File: config.mk
export PLATFORM = sky130hd
export DESIGN_NAME = wb_port_arbiter
export DESIGN_NICKNAME = d
export VERILOG_FILES = /design/src/rtl/wb_pkg.sv /design/src/rtl/mux81.sv /design/src/rtl/wb_port_arbiter.sv
export SDC_FILE = /design/constraint.sdc
export NUM_CORES = 1
export LEC_CHECK = 0
export ABC_AREA = 1
export BUFFER_PORTS_ARGS = -buffer_cell sky130_fd_sc_hd__buf_4
export CAP_MARGIN = 20
export CORE_ASPECT_RATIO = 1.75
export CORE_UTILIZATION = 45
export CTS_BUF_LIST = sky130_fd_sc_hd__clkbuf_8
export DETAILED_ROUTE_END_ITERATION = 8
export PLACE_DENSITY = 0.84
export SETUP_SLACK_MARGIN = 0.15
export SYNTH_ARGS = -nofsm -noshare
export SYNTH_HDL_FRONTEND = slang
export SYNTH_SLANG_ARGS = --single-unit
File: constraint.sdc
create_clock -name clk -period 3.64 [get_ports clk]
set_clock_uncertainty 0.2 [all_clocks]
set_input_delay 0.182 -clock clk [delete_from_list [all_inputs] [get_ports clk]]
set_output_delay 0.182 -clock clk [all_outputs]
set_load 0.02 [all_outputs]
File: src/rtl/wb_pkg.sv
// wb_pkg: shared definitions for the register-file writeback arbiter.
//   - writeback source indices (mux select values)
//   - arbiter state enum
//   - bus geometry constants
//   - wrap_inc: next index modulo NUM_REQ
package wb_pkg;

    localparam int NUM_REQ = 6;
    localparam int DATA_W  = 16;
    localparam int RD_W    = 3;

    localparam logic [2:0] WB_SRC_ALU  = 3'd0;
    localparam logic [2:0] WB_SRC_SHF  = 3'd1;
    localparam logic [2:0] WB_SRC_MUL  = 3'd2;
    localparam logic [2:0] WB_SRC_LD   = 3'd3;
    localparam logic [2:0] WB_SRC_LINK = 3'd4;
    localparam logic [2:0] WB_SRC_IMM  = 3'd5;

    typedef enum logic {
        IDLE   = 1'b0,
        LOCKED = 1'b1
    } wb_state_e;

    // Source indices wrap 5 -> 0; encodings 6 and 7 are never produced.
    function automatic logic [2:0] wrap_inc(input logic [2:0] idx);
        return (idx == WB_SRC_IMM) ? WB_SRC_ALU : idx + 3'd1;
    endfunction

endpackage

File: src/rtl/mux81.sv
// mux81: 6-input writeback data multiplexer.
//   din  [6*DATA_W-1:0]  source i data at [DATA_W*i +: DATA_W]
//   sel  [2:0]           source index 0..5
//   dout [DATA_W-1:0]    selected data (zero for unused encodings 6/7)
module mux81 #(
    parameter int DATA_W = 16
) (
    input  logic [6*DATA_W-1:0] din,
    input  logic [2:0]          sel,
    output logic [DATA_W-1:0]   dout
);

    always_comb begin
        case (sel)
            3'd0:    dout = din[0*DATA_W +: DATA_W];
            3'd1:    dout = din[1*DATA_W +: DATA_W];
            3'd2:    dout = din[2*DATA_W +: DATA_W];
            3'd3:    dout = din[3*DATA_W +: DATA_W];
            3'd4:    dout = din[4*DATA_W +: DATA_W];
            3'd5:    dout = din[5*DATA_W +: DATA_W];
            default: dout = '0;
        endcase
    end

endmodule

File: src/rtl/wb_port_arbiter.sv
// wb_port_arbiter: round-robin arbiter for the single register-file write
// port, shared by six writeback sources, with a bounded lock for multi-beat
// writes.
//
// state  | meaning
// IDLE   | round-robin search from ptr over all valid sources
// LOCKED | only the owner may write; lock lasts at most LOCK_MAX beats
//
// Ports:
//   clk, rst_n        clock, async active-low reset
//   req_valid/lock    per-source request and "more beats follow"
//   req_data/req_rd   per-source write data and destination register
//   wb_stall          freezes acceptance and all arbitration state
//   req_ready         one-hot combinational accept
//   wb_en/rd/data/sel registered register-file write
//   lock_active       high while in LOCKED
module wb_port_arbiter
    import wb_pkg::*;
#(
    parameter int NUM_REQ  = 6,
    parameter int DATA_W   = 16,
    parameter int RD_W     = 3,
    parameter int LOCK_MAX = 8
) (
    input  logic                      clk,
    input  logic                      rst_n,
    input  logic [NUM_REQ-1:0]        req_valid,
    input  logic [NUM_REQ-1:0]        req_lock,
    input  logic [NUM_REQ*DATA_W-1:0] req_data,
    input  logic [NUM_REQ*RD_W-1:0]   req_rd,
    input  logic                      wb_stall,
    output logic [NUM_REQ-1:0]        req_ready,
    output logic                      wb_en,
    output logic [RD_W-1:0]           wb_rd,
    output logic [DATA_W-1:0]         wb_data,
    output logic [2:0]                wb_sel,
    output logic                      lock_active
);

    localparam logic [3:0] LOCK_CNT = 4'(LOCK_MAX);

    wb_state_e   state_q, state_d;
    logic [2:0]  ptr_q, ptr_d;
    logic [2:0]  owner_q, owner_d;
    logic [3:0]  cnt_q, cnt_d;

    logic              grant_vld;
    logic [2:0]        grant_idx;
    logic [3:0]        cand;
    logic              found;
    logic [DATA_W-1:0] mux_out;

    logic              wb_en_q;
    logic [RD_W-1:0]   wb_rd_q;
    logic [DATA_W-1:0] wb_data_q;
    logic [2:0]        wb_sel_q;

    // Grant depends only on req_valid, state, ptr/owner and wb_stall.
    always_comb begin
        grant_vld = 1'b0;
        grant_idx = 3'd0;
        found     = 1'b0;
        cand      = 4'd0;
        if (!wb_stall) begin
            if (state_q == LOCKED) begin
                if (req_valid[owner_q]) begin
                    grant_vld = 1'b1;
                    grant_idx = owner_q;
                end
            end else begin
                for (int k = 0; k < NUM_REQ; k++) begin
                    cand = {1'b0, ptr_q} + 4'(k);
                    if (cand >= 4'(NUM_REQ)) begin
                        cand = cand - 4'(NUM_REQ);
                    end
                    if (!found && req_valid[cand[2:0]]) begin
                        found     = 1'b1;
                        grant_vld = 1'b1;
                        grant_idx = cand[2:0];
                    end
                end
            end
        end
    end

    always_comb begin
        req_ready = '0;
        if (grant_vld) begin
            req_ready[grant_idx] = 1'b1;
        end
    end

    mux81 #(.DATA_W(DATA_W)) u_mux (
        .din  (req_data),
        .sel  (grant_idx),
        .dout (mux_out)
    );

    always_comb begin
        state_d = state_q;
        ptr_d   = ptr_q;
        owner_d = owner_q;
        cnt_d   = cnt_q;
        if (grant_vld) begin
            if (state_q == IDLE) begin
                // With LOCK_MAX=1 the first beat already exhausts the lock.
                if (req_lock[grant_idx] && (LOCK_MAX > 1)) begin
                    state_d = LOCKED;
                    owner_d = grant_idx;
                    cnt_d   = 4'd1;
                end else begin
                    ptr_d = wrap_inc(grant_idx);
                end
            end else begin
                if (!req_lock[owner_q] || (cnt_q + 4'd1 == LOCK_CNT)) begin
                    state_d = IDLE;
                    ptr_d   = wrap_inc(owner_q);
                end else if (cnt_q != LOCK_CNT) begin
                    cnt_d = cnt_q + 4'd1;
                end
            end
        end
    end

    always_ff @(posedge clk or negedge rst_n) begin
        if (!rst_n) begin
            state_q <= IDLE;
            ptr_q   <= 3'd0;
            owner_q <= 3'd0;
            cnt_q   <= 4'd0;
        end else begin
            state_q <= state_d;
            ptr_q   <= ptr_d;
            owner_q <= owner_d;
            cnt_q   <= cnt_d;
        end
    end

    always_ff @(posedge clk or negedge rst_n) begin
        if (!rst_n) begin
            wb_en_q   <= 1'b0;
            wb_rd_q   <= '0;
            wb_data_q <= '0;
            wb_sel_q  <= 3'd0;
        end else begin
            wb_en_q <= grant_vld;
            if (grant_vld) begin
                wb_rd_q   <= req_rd[int'(grant_idx)*RD_W +: RD_W];
                wb_data_q <= mux_out;
                wb_sel_q  <= grant_idx;
            end
        end
    end

    assign wb_en       = wb_en_q;
    assign wb_rd       = wb_rd_q;
    assign wb_data     = wb_data_q;
    assign wb_sel      = wb_sel_q;
    assign lock_active = (state_q == LOCKED);

endmodule

==> impl_results.md, run 1 <==
* Comb power frac at 79.2%
* Reg2reg start: ptr_q[0]
* Worst min path class: in -> reg
* Synth cell types at 37
* Port Buf Inserts at 158
* Diodes inserted at 0
* DRC viols at 0
* Final period util at 94.6%
* Gate Count Post-Synth at 578
* Pin count of the biggest net entering global routing at 35
* Tmin final at 3.44 ns
* Sw frac at 55.0%
* Worst EP required at 3.26 ns
* H-tree depth at 2
* Post-synth top area cell: nand2_1
* Sink Count at 34
* Hold Slack at 0.00622 ns
* Setup violators final at 0
* CP Launch Type: flip-flop
* P&R area growth vs syn at 56.2%
* Multi-input gate area at 2460 um^2
* Slew @ Worst Pin at 0.446 ns
* FF-to-FF setup slack at 0.24 ns
* Initial antenna violation count at 0
* Final wirelength at 14100 um
* Slew Viols, Final at 0
* Final Hold Viols at 0
* Filler cells at 600
* Die area at 8230 um^2
* FFs w/ async S/R, synth at 100%
* CTS tree: yes
* Final Cell Area at 5520 um^2
* First-pass iteration count of the detailed router at 5
* Ys Warns at 0
* Leak pwr at 0.00291 uW
* Root Buffer: clkbuf_8
* Hpwl dp at 10200 um
* Register area at 855 um^2
* Overall power at 4820 uW
* Grt total ovfl at 0
* Avg Cell Area, Syn at 6.12 um^2
* Min-delay src: req_data[86]
* TritonCTS Buffers at 5
* Layout Cells excl Fill at 866
* Synth top area share at 24.9%
* Max Buffers Root-to-Sink at 2
* Synth Net Count at 720
* Synth area leaders: nand2_1, dfrtp_1, inv_1
* Initial Utilization at 46.7%
* Initial DRC Count at 328
* WHS Endpoint: wb_data[6]
* Clock-pin slew on the worst setup and hold paths at 0.08 ns
* FP Rows at 42
* Clk Latency, worst-skew pair at 0.30 ns
* Vias in the first global route at 4647
* Vias at 4817
* Most common flop cell mapped by yosys: dfrtp_1
* Sw power at 2650 uW
* Core ar. at 7570 um^2
* Dpl cell area at 4790 um^2
* Share of layout cells above drive strength 1 at 38.9%
* Slew headroom at 70.2%
* Status: finished clean
* I/O pins at 159
* Via/cell ratio at 5.56
* Post-DRT Antenna Nets at 0
* Syn Std Cell Area at 3540 um^2
* Crit end category: output port
* NumNets Final at 919
* RSZ-0062 raised after global routing: yes
* Total GRT Usage at 31.3%
* EDFF count, synth at 0
* Worst-path maximum fanout at 8
* Die height at 119 um
* Placed Cells at 816
* Cells on Worst Hold Path at 5
* VDD IR max at 0.503 mV
* Final RePlAce weighted congestion at 0.926
* Routed WL per cell at 16.2 um
* Clk pwr share at 6.2%
* Max Fclk at 290 MHz
* # Max-Cap Violations at 0
* Die width at 69.0 um
* Power Dens Cells at 873 nW/um^2
* Critical path arrival at 3.06 ns
* Int Pwr at 2170 uW
* Yosys reg bits at 34
* Reg2reg path depth at 25
* R2r endpoint: wb_data[2]
* Sequential share of power at 14.6%
* First-pass GRT wire length at 20600 um
* Post-synthesis sequential area ratio at 24.1%
* Setup TNS at 0 ns
* Worst Setup Path Type: reg -> out
==> kinds of logic after synthesis <==
logic type / after synthesis / share of synthesized area [%]
adder cells (fa/ha/maj): 13 / 4.60
flip-flops: 34 / 24.1
buffers and inverters: 89 / 12.3
AO/OA/AOI/OAI: 83 / 13.2
XOR/XNOR: 1 / 0.248
AND/OR/NAND/NOR: 358 / 45.5
==> state kept, by name, summed over array words and instances, names as in the netlist <==
| name | count |
|---|---|
| wb_sel | 3 |
| cnt_q | 4 |
| wb_en | 1 |
| ptr_q | 3 |
| wb_data | 16 |
| lock_active | 1 |
| owner_q | 3 |
| wb_rd | 3 |
==> cell type report <==
cell class | instances | area share, %
Inverter | 69 | 5.60
Timing Repair Buffer | 209 | 30.4
Clock buffer | 6 | 1.50
Sequential cell | 34 | 15.5
Timing Repair inverter | 3 | 0.431
Clock inverter | 2 | 0.159
Tap cell | 88 | 1.99
Multi-Input combinational cell | 455 | 44.5
==> repair_timing <==
action | CTS | global route
endpoints found under the hold margin | 41 | 0
endpoints found under the setup margin | 35 | 36
gates resized for setup | 18 | 61
hold buffers | 9 | 0
pin swaps | 4 | 27
buffers inserted | 7 | 22
gates cloned | 1 | 3
==> worst max path at each step <==
stage              endpoint  slack [ns]  cells past startpoint      from
4_1_cts        req_ready[1]        0.12                     19  ptr_q[1]
5_1_grt        req_ready[1]        0.02                     21  ptr_q[0]
6_report       req_ready[1]        0.20                     21  ptr_q[0]
2_1_floorplan    wb_data[3]        0.18                     26  ptr_q[1]
3_5_place_dp     wb_data[7]        0.02                     22  ptr_q[0]
3_3_place_gp    wb_data[14]        0.06                     23  ptr_q[0]
==> routing by layer <==
| layer | routed length (um) | global-route usage, % | up-vias | share of wire [%] |
|---|---|---|---|---|
| li1 | - | - | 2267 | - |
| met2 | 7610 | 60.0 | 306 | 54 |
| met5 | 0 | 0 | - | 0 |
| met1 | 4510 | 29.6 | 2168 | 32 |
| met3 | 985 | 4.99 | 76 | 7.0 |
| met4 | 945 | 20.7 | 0 | 6.7 |
==> worst max-delay path: stages (launching register included) <==
cell and delay, ns:
dfrtp_2 0.42, clkinv_4 0.10, ha_4 0.34, nand2_1 0.07, nand3_1 0.10, nand2_1 0.08
nand2_2 0.10, nand2_1 0.10, a21oi_2 0.16, inv_1 0.06, nand2_2 0.08, nand2_2 0.08
nor2_4 0.13, nand2_2 0.07, o21ai_2 0.10, inv_1 0.05, nand2_2 0.09, nand2_4 0.10
buf_8 0.17, nand3_4 0.11, clkinv_8 0.09, buf_6 0.14
==> through the flow <==
step                      util [%]  setup WS, ns
after floorplan                  -         0.177
after global placement        63.3        0.0634
after detailed placement      63.3        0.0236
after CTS                     67.4         0.117
after global routing          73.0        0.0164
final                         73.0         0.195
==> cell usage after synthesis (2+ instances only) <==
master      n
nand2_1   235
inv_1      58
nand3_1    36
dfrtp_1    34
o21ai_1    32
nand4_1    29
nor2_1     27
a21oi_1    18
o21ai_0    17
ha_1       13
nand2_2    11
nand3_2    10
buf_6       8
o21ai_2     7
buf_2       6
inv_2       6
nor2_2      4
clkbuf_1    3
o211ai_1    3
a21oi_2     2
inv_4       2
nand3b_1    2
==> cell usage in the layout, fill, tap and decap left out, drive strengths merged <==
cell type    instances
nand2              247
buf                199
inv                 66
o21ai               56
nand3               47
dfrtp               34
nor2                32
nand4               29
a21oi               20
ha                  13
dlygate4sd3          9
clkbuf               7
clkinv               6
o211ai               3
nand3b               2
clkinvlp             2
o221ai               1
xor2                 1
a22oi                1
o2111ai              1
or2                  1
a31oi                1
==> power groups by stage <==
stage               combinational (uW)  clock, uW  sequential [uW]
floorplan                         2050          0              831
global placement                  3060          0              705
detailed placement                3110          0              710
CTS                               3270        300              698
global route                      4110        318              718
finish                            3820        301              702
No activity file was read; power rests on OpenSTA's default activity.
==> run 2, diff against run 1 <==
--- a/config.mk
+++ b/config.mk
@@ -9,10 +9,10 @@
 export BUFFER_PORTS_ARGS = -buffer_cell sky130_fd_sc_hd__buf_4
 export CAP_MARGIN = 20
 export CORE_ASPECT_RATIO = 1.75
-export CORE_UTILIZATION = 45
+export CORE_UTILIZATION = 49
 export CTS_BUF_LIST = sky130_fd_sc_hd__clkbuf_8
 export DETAILED_ROUTE_END_ITERATION = 8
-export PLACE_DENSITY = 0.84
+export PLACE_DENSITY = 0.87
 export SETUP_SLACK_MARGIN = 0.15
 export SYNTH_ARGS = -nofsm -noshare
 export SYNTH_HDL_FRONTEND = slang
==> constraint.sdc (replaced) <==
create_clock -name clk -period 3.65 [get_ports clk]
set_clock_uncertainty 0.2 [all_clocks]
set_input_delay 0.1825 -clock clk [delete_from_list [all_inputs] [get_ports clk]]
set_output_delay 0.1825 -clock clk [all_outputs]
set_load 0.02 [all_outputs]
==> impl_results.md, run 2 (same netlist as run 1, synthesis figures left out) <==
* Crit end category: flip-flop
* First-pass iteration count of the detailed router at 6 (+1)
* Slew @ Worst Pin at 0.578 ns (+0.132 ns)
* Root Buffer: clkbuf_8
* Leak pwr at 0.00310 uW (+6.4%)
* Number of flip-flops in the largest register at 16 (unchanged)
* Status: finished, violations left
* Diodes inserted at 0 (unchanged)
* Final WS setup at -0.120 ns (-0.316 ns)
* TritonCTS Buffers at 5 (unchanged)
* CP Launch Type: flip-flop
* Hpwl dp at 10600 um (+4.6%)
* I/O pins at 159 (unchanged)
* Slew headroom at 61.2% (-9.0 points)
* Placed Cells at 815 (-0.12%)
* Total GRT Usage at 39.7% (+8.5 points)
* First-pass GRT wire length at 22100 um (+7.7%)
* Routed WL per cell at 19.4 um (+20%)
* Most common cell after layout, fill and taps aside: buf_4
* H-tree depth at 2 (unchanged)
* DRC viols at 0 (unchanged)
* Util after Layout at 86.8% (+14 points)
* # Max-Cap Violations at 0 (unchanged)
* Initial DRC Count at 479 (+46%)
* Final Hold Viols at 0 (unchanged)
* Max Fclk at 265 MHz
* CTS tree: yes
* Tmin final at 3.77 ns
* Die area at 7570 um^2 (-8.0%)
* Most frequent cells in the layout: buf_4, nand2_1, inv_1
* Final period util at 103%
* Share of layout cells above drive strength 1 at 45.4% (+6.5 points)
* Worst EP required at 3.63 ns (+0.37 ns)
* RSZ-0062 raised after global routing: yes
* Via/cell ratio at 5.89 (+5.9%)
* Register area at 855 um^2 (unchanged)
* Layout Cells excl Fill at 885 (+2.2%)
* Grt total ovfl at 0 (unchanged)
* P&R area growth vs syn at 69.5%
* Vias in the first global route at 4568 (-1.7%)
* Clk Latency, worst-skew pair at 0.31 ns (about the same)
* Initial antenna violation count at 0 (unchanged)
* Core ar. at 6910 um^2 (-8.7%)
* Worst min path class: in -> reg
* NumNets Final at 942 (+2.5%)
* Clock-pin slew on the worst setup and hold paths at 0.09 ns (about the same)
* Slew Viols, Final at 0 (unchanged)
* Pin count of the biggest net entering global routing at 36 (+2.9%)
* Hold Slack at 0.000686 ns (-0.00553 ns)
* Multi-input gate area at 2720 um^2 (+11%)
* Die width at 66.2 um (-4.0%)
* Vias at 5212 (+8.2%)
* Initial Utilization at 51.2% (+4.5 points)
* Power Dens Cells at 949 nW/um^2 (+8.7%)
* Worst Setup Path Type: reg -> reg
* Port Buf Inserts at 158 (unchanged)
* Critical path arrival at 3.75 ns (+0.69 ns)
* Setup violators final at 8 (+8)
* Sink Count at 34 (unchanged)
* Post-DRT Antenna Nets at 0 (unchanged)
* Final wirelength at 17200 um (+22%)
* VDD IR max at 0.457 mV (-9.2%)
* Max Buffers Root-to-Sink at 2 (unchanged)
* Final RePlAce weighted congestion at 0.942 (+1.8%)
* FP Rows at 40 (-4.8%)
* Die height at 114 um (-4.1%)
* Failing checks: negative setup slack
* Filler cells at 389 (-35%)
* Worst-path maximum fanout at 7 (-1)
[run 2: changes by cell type in the layout (fill, tap and decap cells not counted), sizes merged]
cell / delta
buf: +24
clkinvlp: -2
dlygate4sd3: -1
inv: +1
nand2: +1
[run 2: critical path, cell delays in order, from the launching register on]
cell and delay [ns]:
dfrtp_2 0.44, clkinv_4 0.14, buf_6 0.15, ha_4 0.15, nor2_4 0.15, nand2_2 0.09
nand2_2 0.09, nand2_2 0.09, nand2_1 0.11, nand2_1 0.09, nand2_2 0.12, nand4_1 0.17
nor2_2 0.16, buf_4 0.16, nand2_2 0.05, a21oi_2 0.13, nand2_2 0.08, nand2_4 0.10
buf_12 0.15, inv_8 0.04, nand2_8 0.06, inv_8 0.04, buf_4 0.15, nand2_1 0.06
nand4_1 0.14, o21ai_1 0.21, nand2_1 0.09
[run 2: metal layers]
layer | global-route usage (%) | part of all wire [%]
met3 | 10.4 | 9.3
met2 | 67.8 | 49
met4 | 33.8 | 11
met1 | 38.3 | 31
met5 | 0 | 0
[run 2: final timing paths]
kind | cells after the start | endpoint | slack (ns) | start
hold / removal | 5 | wb_data[7] | 0.0007 | req_data[39]
max in group asynchronous | 2 | ptr_q[0] | 2.75 | rst_n
setup / recovery | 26 | wb_data[1] | -0.12 | ptr_q[1]
min in group asynchronous | 2 | wb_rd[1] | 0.16 | rst_n
hold reg to reg | 2 | wb_data[11] | 0.30 | wb_data[11]
setup reg to reg | 26 | wb_data[1] | -0.12 | ptr_q[1]
[run 2: report_power, final]
part           internal, uW  total, uW  switching [uW]
combinational          1800       4640            2840
sequential              551        738             187
clock                   150        306             157
total                  2500       5690            3190
[run 2: repair_timing]
action                                  CTS  global route
hold buffers                              8             0
buffers inserted                         23            27
pin swaps                                 9            51
endpoints found under the hold margin    40             0
gates cloned                              1             3
gates resized for setup                  41           111
endpoints found under the setup margin   36            36
[run 2: through the flow]
step           cell area, um^2  setup WS (ns)  total power [uW]  TNS, ns
6_report                  5990         -0.120              5690   -0.395
5_1_grt                   5990         -0.432              6050    -8.76
4_1_cts                   5280          0.145              4560        0
3_5_place_dp              4800         -0.119              3850    -1.47
3_3_place_gp              4800        -0.0938              3830   -0.734
2_1_floorplan             3550          0.158              2870        0
[run 2: cell type report]
type	instances	area share, %
Tap cell	84	1.75
Sequential cell	34	14.3
Timing Repair inverter	2	0.209
Clock inverter	2	0.146
Clock buffer	6	1.38
Multi-Input combinational cell	456	45.4
Inverter	69	5.41
Timing Repair Buffer	232	31.4
==> run 3, diff against run 2 <==
--- a/config.mk
+++ b/config.mk
@@ -9,10 +9,10 @@
 export BUFFER_PORTS_ARGS = -buffer_cell sky130_fd_sc_hd__buf_4
 export CAP_MARGIN = 20
 export CORE_ASPECT_RATIO = 1.75
-export CORE_UTILIZATION = 49
+export CORE_UTILIZATION = 25
 export CTS_BUF_LIST = sky130_fd_sc_hd__clkbuf_8
 export DETAILED_ROUTE_END_ITERATION = 8
-export PLACE_DENSITY = 0.87
+export PLACE_DENSITY = 0.52
 export SETUP_SLACK_MARGIN = 0.15
 export SYNTH_ARGS = -nofsm -noshare
 export SYNTH_HDL_FRONTEND = slang
==> impl_results.md, run 3 (same netlist as run 1, synthesis figures left out) <==
* CP max-delay cell: dfrtp_2
* Final WS setup at 0.135 ns (+0.255 ns)
* Die area at 14600 um^2 (+93%)
* Hpwl dp at 10900 um (+2.7%)
* Final wirelength at 14500 um (-16%)
* Util after Layout at 42.5% (-44 points)
* P&R area growth vs syn at 66.5%
* Sw power at 2770 uW (-13%)
* Worst min path class: in -> reg
* Pin count of the biggest net entering global routing at 35 (-2.8%)
* CP Launch Type: flip-flop
* Diodes inserted at 0 (unchanged)
* Worst-path maximum fanout at 8 (+1)
* WP depth at 20 (-23%)
* Final period util at 96.3% (-7.0 points)
* FP Rows at 57 (+43%)
* # Max-Cap Violations at 0 (unchanged)
* CP delay by family, top: simple AND/OR/NAND/NOR gates
* Sequential share of power at 14.0% (+1.0 points)
* Clk Latency, worst-skew pair at 0.29 ns (-0.02 ns)
* Core ar. at 13800 um^2 (+100%)
* Vias in the first global route at 4597 (+0.63%)
* Max Fclk at 285 MHz (+7.3%)
* Worst Setup Path Type: reg -> out
* Port Buf Inserts at 158 (unchanged)
* Sw frac at 54.0% (-2.1 points)
* Routed WL per cell at 15.0 um (-22%)
* First-pass iteration count of the detailed router at 4 (-2)
* RSZ-0062 raised after global routing: yes
* Status: finished clean
* VDD IR max at 0.385 mV (-16%)
* Most frequent cells in the layout: nand2_1, buf_4, inv_1
* Grt total ovfl at 0 (unchanged)
* Initial DRC Count at 134 (-72%)
* Cells on Worst Hold Path at 5 (unchanged)
* Final Hold Viols at 0 (unchanged)
* Int Pwr at 2360 uW (-5.6%)
* Clk pwr share at 5.7% (+0.3 points)
* Slew Viols, Final at 0 (unchanged)
* Crit path cell chain: clkinv_4, ha_4, nand2_2, nand2_1, inv_1, nand2_2, nand3_1, nand3_4, nand4_1, buf_4, nand2_2, nand2_1, nand2_1, nand2_1, nand3_2, nand2_4, clkbuf_16, buf_12, nor2_4, buf_6
* Leak pwr at 0.00301 uW (-2.9%)
* Power Dens Cells at 871 nW/um^2 (-8.2%)
* NumNets Final at 925 (-1.8%)
* CTS tree: yes
* Max Buffers Root-to-Sink at 2 (unchanged)
* Worst EP required at 3.27 ns (-0.36 ns)
* Crit end category: output port
* Most common cell after layout, fill and taps aside: nand2_1
* Pre-CTS setup slack at -0.111 ns (+0.00865 ns)
* Sink Count at 34 (unchanged)
* Post-DRT Antenna Nets at 0 (unchanged)
* CP peak stage delay at 0.42 ns (-0.02 ns)
* Total GRT Usage at 18.5% (-21 points)
* Setup violators final at 0 (-8)
* Slew headroom at 66.7% (+5.5 points)
* Final RePlAce weighted congestion at 0.949 (+0.66%)
* H-tree depth at 2 (unchanged)
* Via/cell ratio at 4.81 (-18%)
* Initial antenna violation count at 0 (unchanged)
* Placed Cells at 905 (+11%)
* Share of layout cells above drive strength 1 at 41.1% (-4.4 points)
* DRC viols at 0 (unchanged)
* Die width at 91.9 um (+39%)
* CP Buf/Inv Count at 6 (-1)
* Number of flip-flops in the largest register at 16 (unchanged)
* Clock-pin slew on the worst setup and hold paths at 0.08 ns (about the same)
* Vias at 4620 (-11%)
* Most frequent cell on the critical path: nand2_1
* TritonCTS Buffers at 5 (unchanged)
* Root Buffer: clkbuf_8
* Reg2reg path depth at 24 (-7.7%)
* Comb power frac at 80.3% (-1.3 points)
* Tmin final at 3.51 ns (-0.255 ns)
* Die height at 159 um (+39%)
* Initial Utilization at 25.6% (-26 points)
* I/O pins at 159 (unchanged)
* Layout Cells excl Fill at 961 (+8.6%)
* First-pass GRT wire length at 21400 um (-3.5%)
* Slew @ Worst Pin at 0.499 ns (-0.0792 ns)
* Critical path arrival at 3.13 ns (-0.62 ns)
[run 3: cell types whose count changed in the layout (fill, tap and decap cells not counted), moves of 3 or more]
cell,change
nor2_2,-3
nand3_2,-5
nand2_1,+11
nand3_1,+6
buf_4,-11
inv_2,-5
nand2_2,-14
buf_6,-7
nor2_1,+3
nand2_4,+3
inv_1,+3
[run 3: final cells by class]
type                    count  area [um^2]
clock buffers               6         82.6
clock inverters             2         12.5
fillers                  1481         7950
inverters                  69          314
multi-input cells         455         2630
flip-flops and latches     34          855
well taps                 177          221
repair buffers            216         1760
repair inverters            2         12.5
[run 3: power groups by stage]
stage	Clock [uW]	Combinational [uW]	Sequential (uW)
3_3_place_gp	0	3060	721
3_5_place_dp	0	3080	724
4_1_cts	307	3240	710
2_1_floorplan	0	2040	826
5_1_grt	321	4490	739
6_report	294	4110	718
[run 3: layer usage]
metal,routed length [um],GRT usage [%],up-vias,part of all wire (%)
li1,-,-,2284,-
met1,5080,17.5,2104,35
met2,8060,36.2,194,56
met3,750,3.25,38,5.2
met4,573,10.2,0,4.0
met5,0,0,-,0
[run 3: what timing repair did]
| action | CTS | global route |
|---|---|---|
| resized for setup | 15 | 104 |
| hold endpoints to repair | 40 | 0 |
| endpoints found under the setup margin | 35 | 36 |
| hold buffers | 7 | 0 |
| pin swaps | 4 | 33 |
| buffers inserted | 10 | 28 |
| gates cloned | 1 | 2 |
[run 3: worst register-to-register path, cell delays in order (launching register included)]
cell      delay [ns]
dfrtp_2         0.42
clkinv_4        0.12
ha_4            0.35
nand2_2         0.09
nand2_1         0.08
inv_1           0.05
nand2_2         0.08
nand3_1         0.16
nand3_4         0.13
nand4_1         0.20
buf_4           0.21
nand2_2         0.05
nand2_1         0.05
nand2_1         0.05
nand2_1         0.06
nand3_2         0.10
nand2_4         0.08
buf_12          0.16
clkinv_8        0.07
nor2_8          0.06
buf_6           0.14
nand2_1         0.08
nand4_1         0.12
o21ai_1         0.17
nand2_1         0.07
[run 3: path summary, 6_finish.rpt]
path / slack, ns / startpoint / endpoint
worst max-delay path: 0.14 / ptr_q[1] / req_ready[3]
worst min-delay path: 0.002 / req_data[27] / wb_data[11]
worst max register to register: 0.19 / ptr_q[1] / wb_data[4]
worst min register to register: 0.29 / wb_data[4] / wb_data[4]
max in group asynchronous: 2.72 / rst_n / ptr_q[2]
min in group asynchronous: 0.18 / rst_n / wb_data[1]
[run 3: per-stage QoR]
stage          total power (uW)  TNS [ns]  hold slack [ns]  cell area, um^2
2_1_floorplan              2870         0           -0.313             3550
3_3_place_gp               3780         0          -0.0368             4890
3_5_place_dp               3800    -0.755          -0.0256             4890
4_1_cts                    4260         0         0.000193             5180
5_1_grt                    5550    -0.491           0.0166             5890
6_report                   5130         0          0.00245             5890
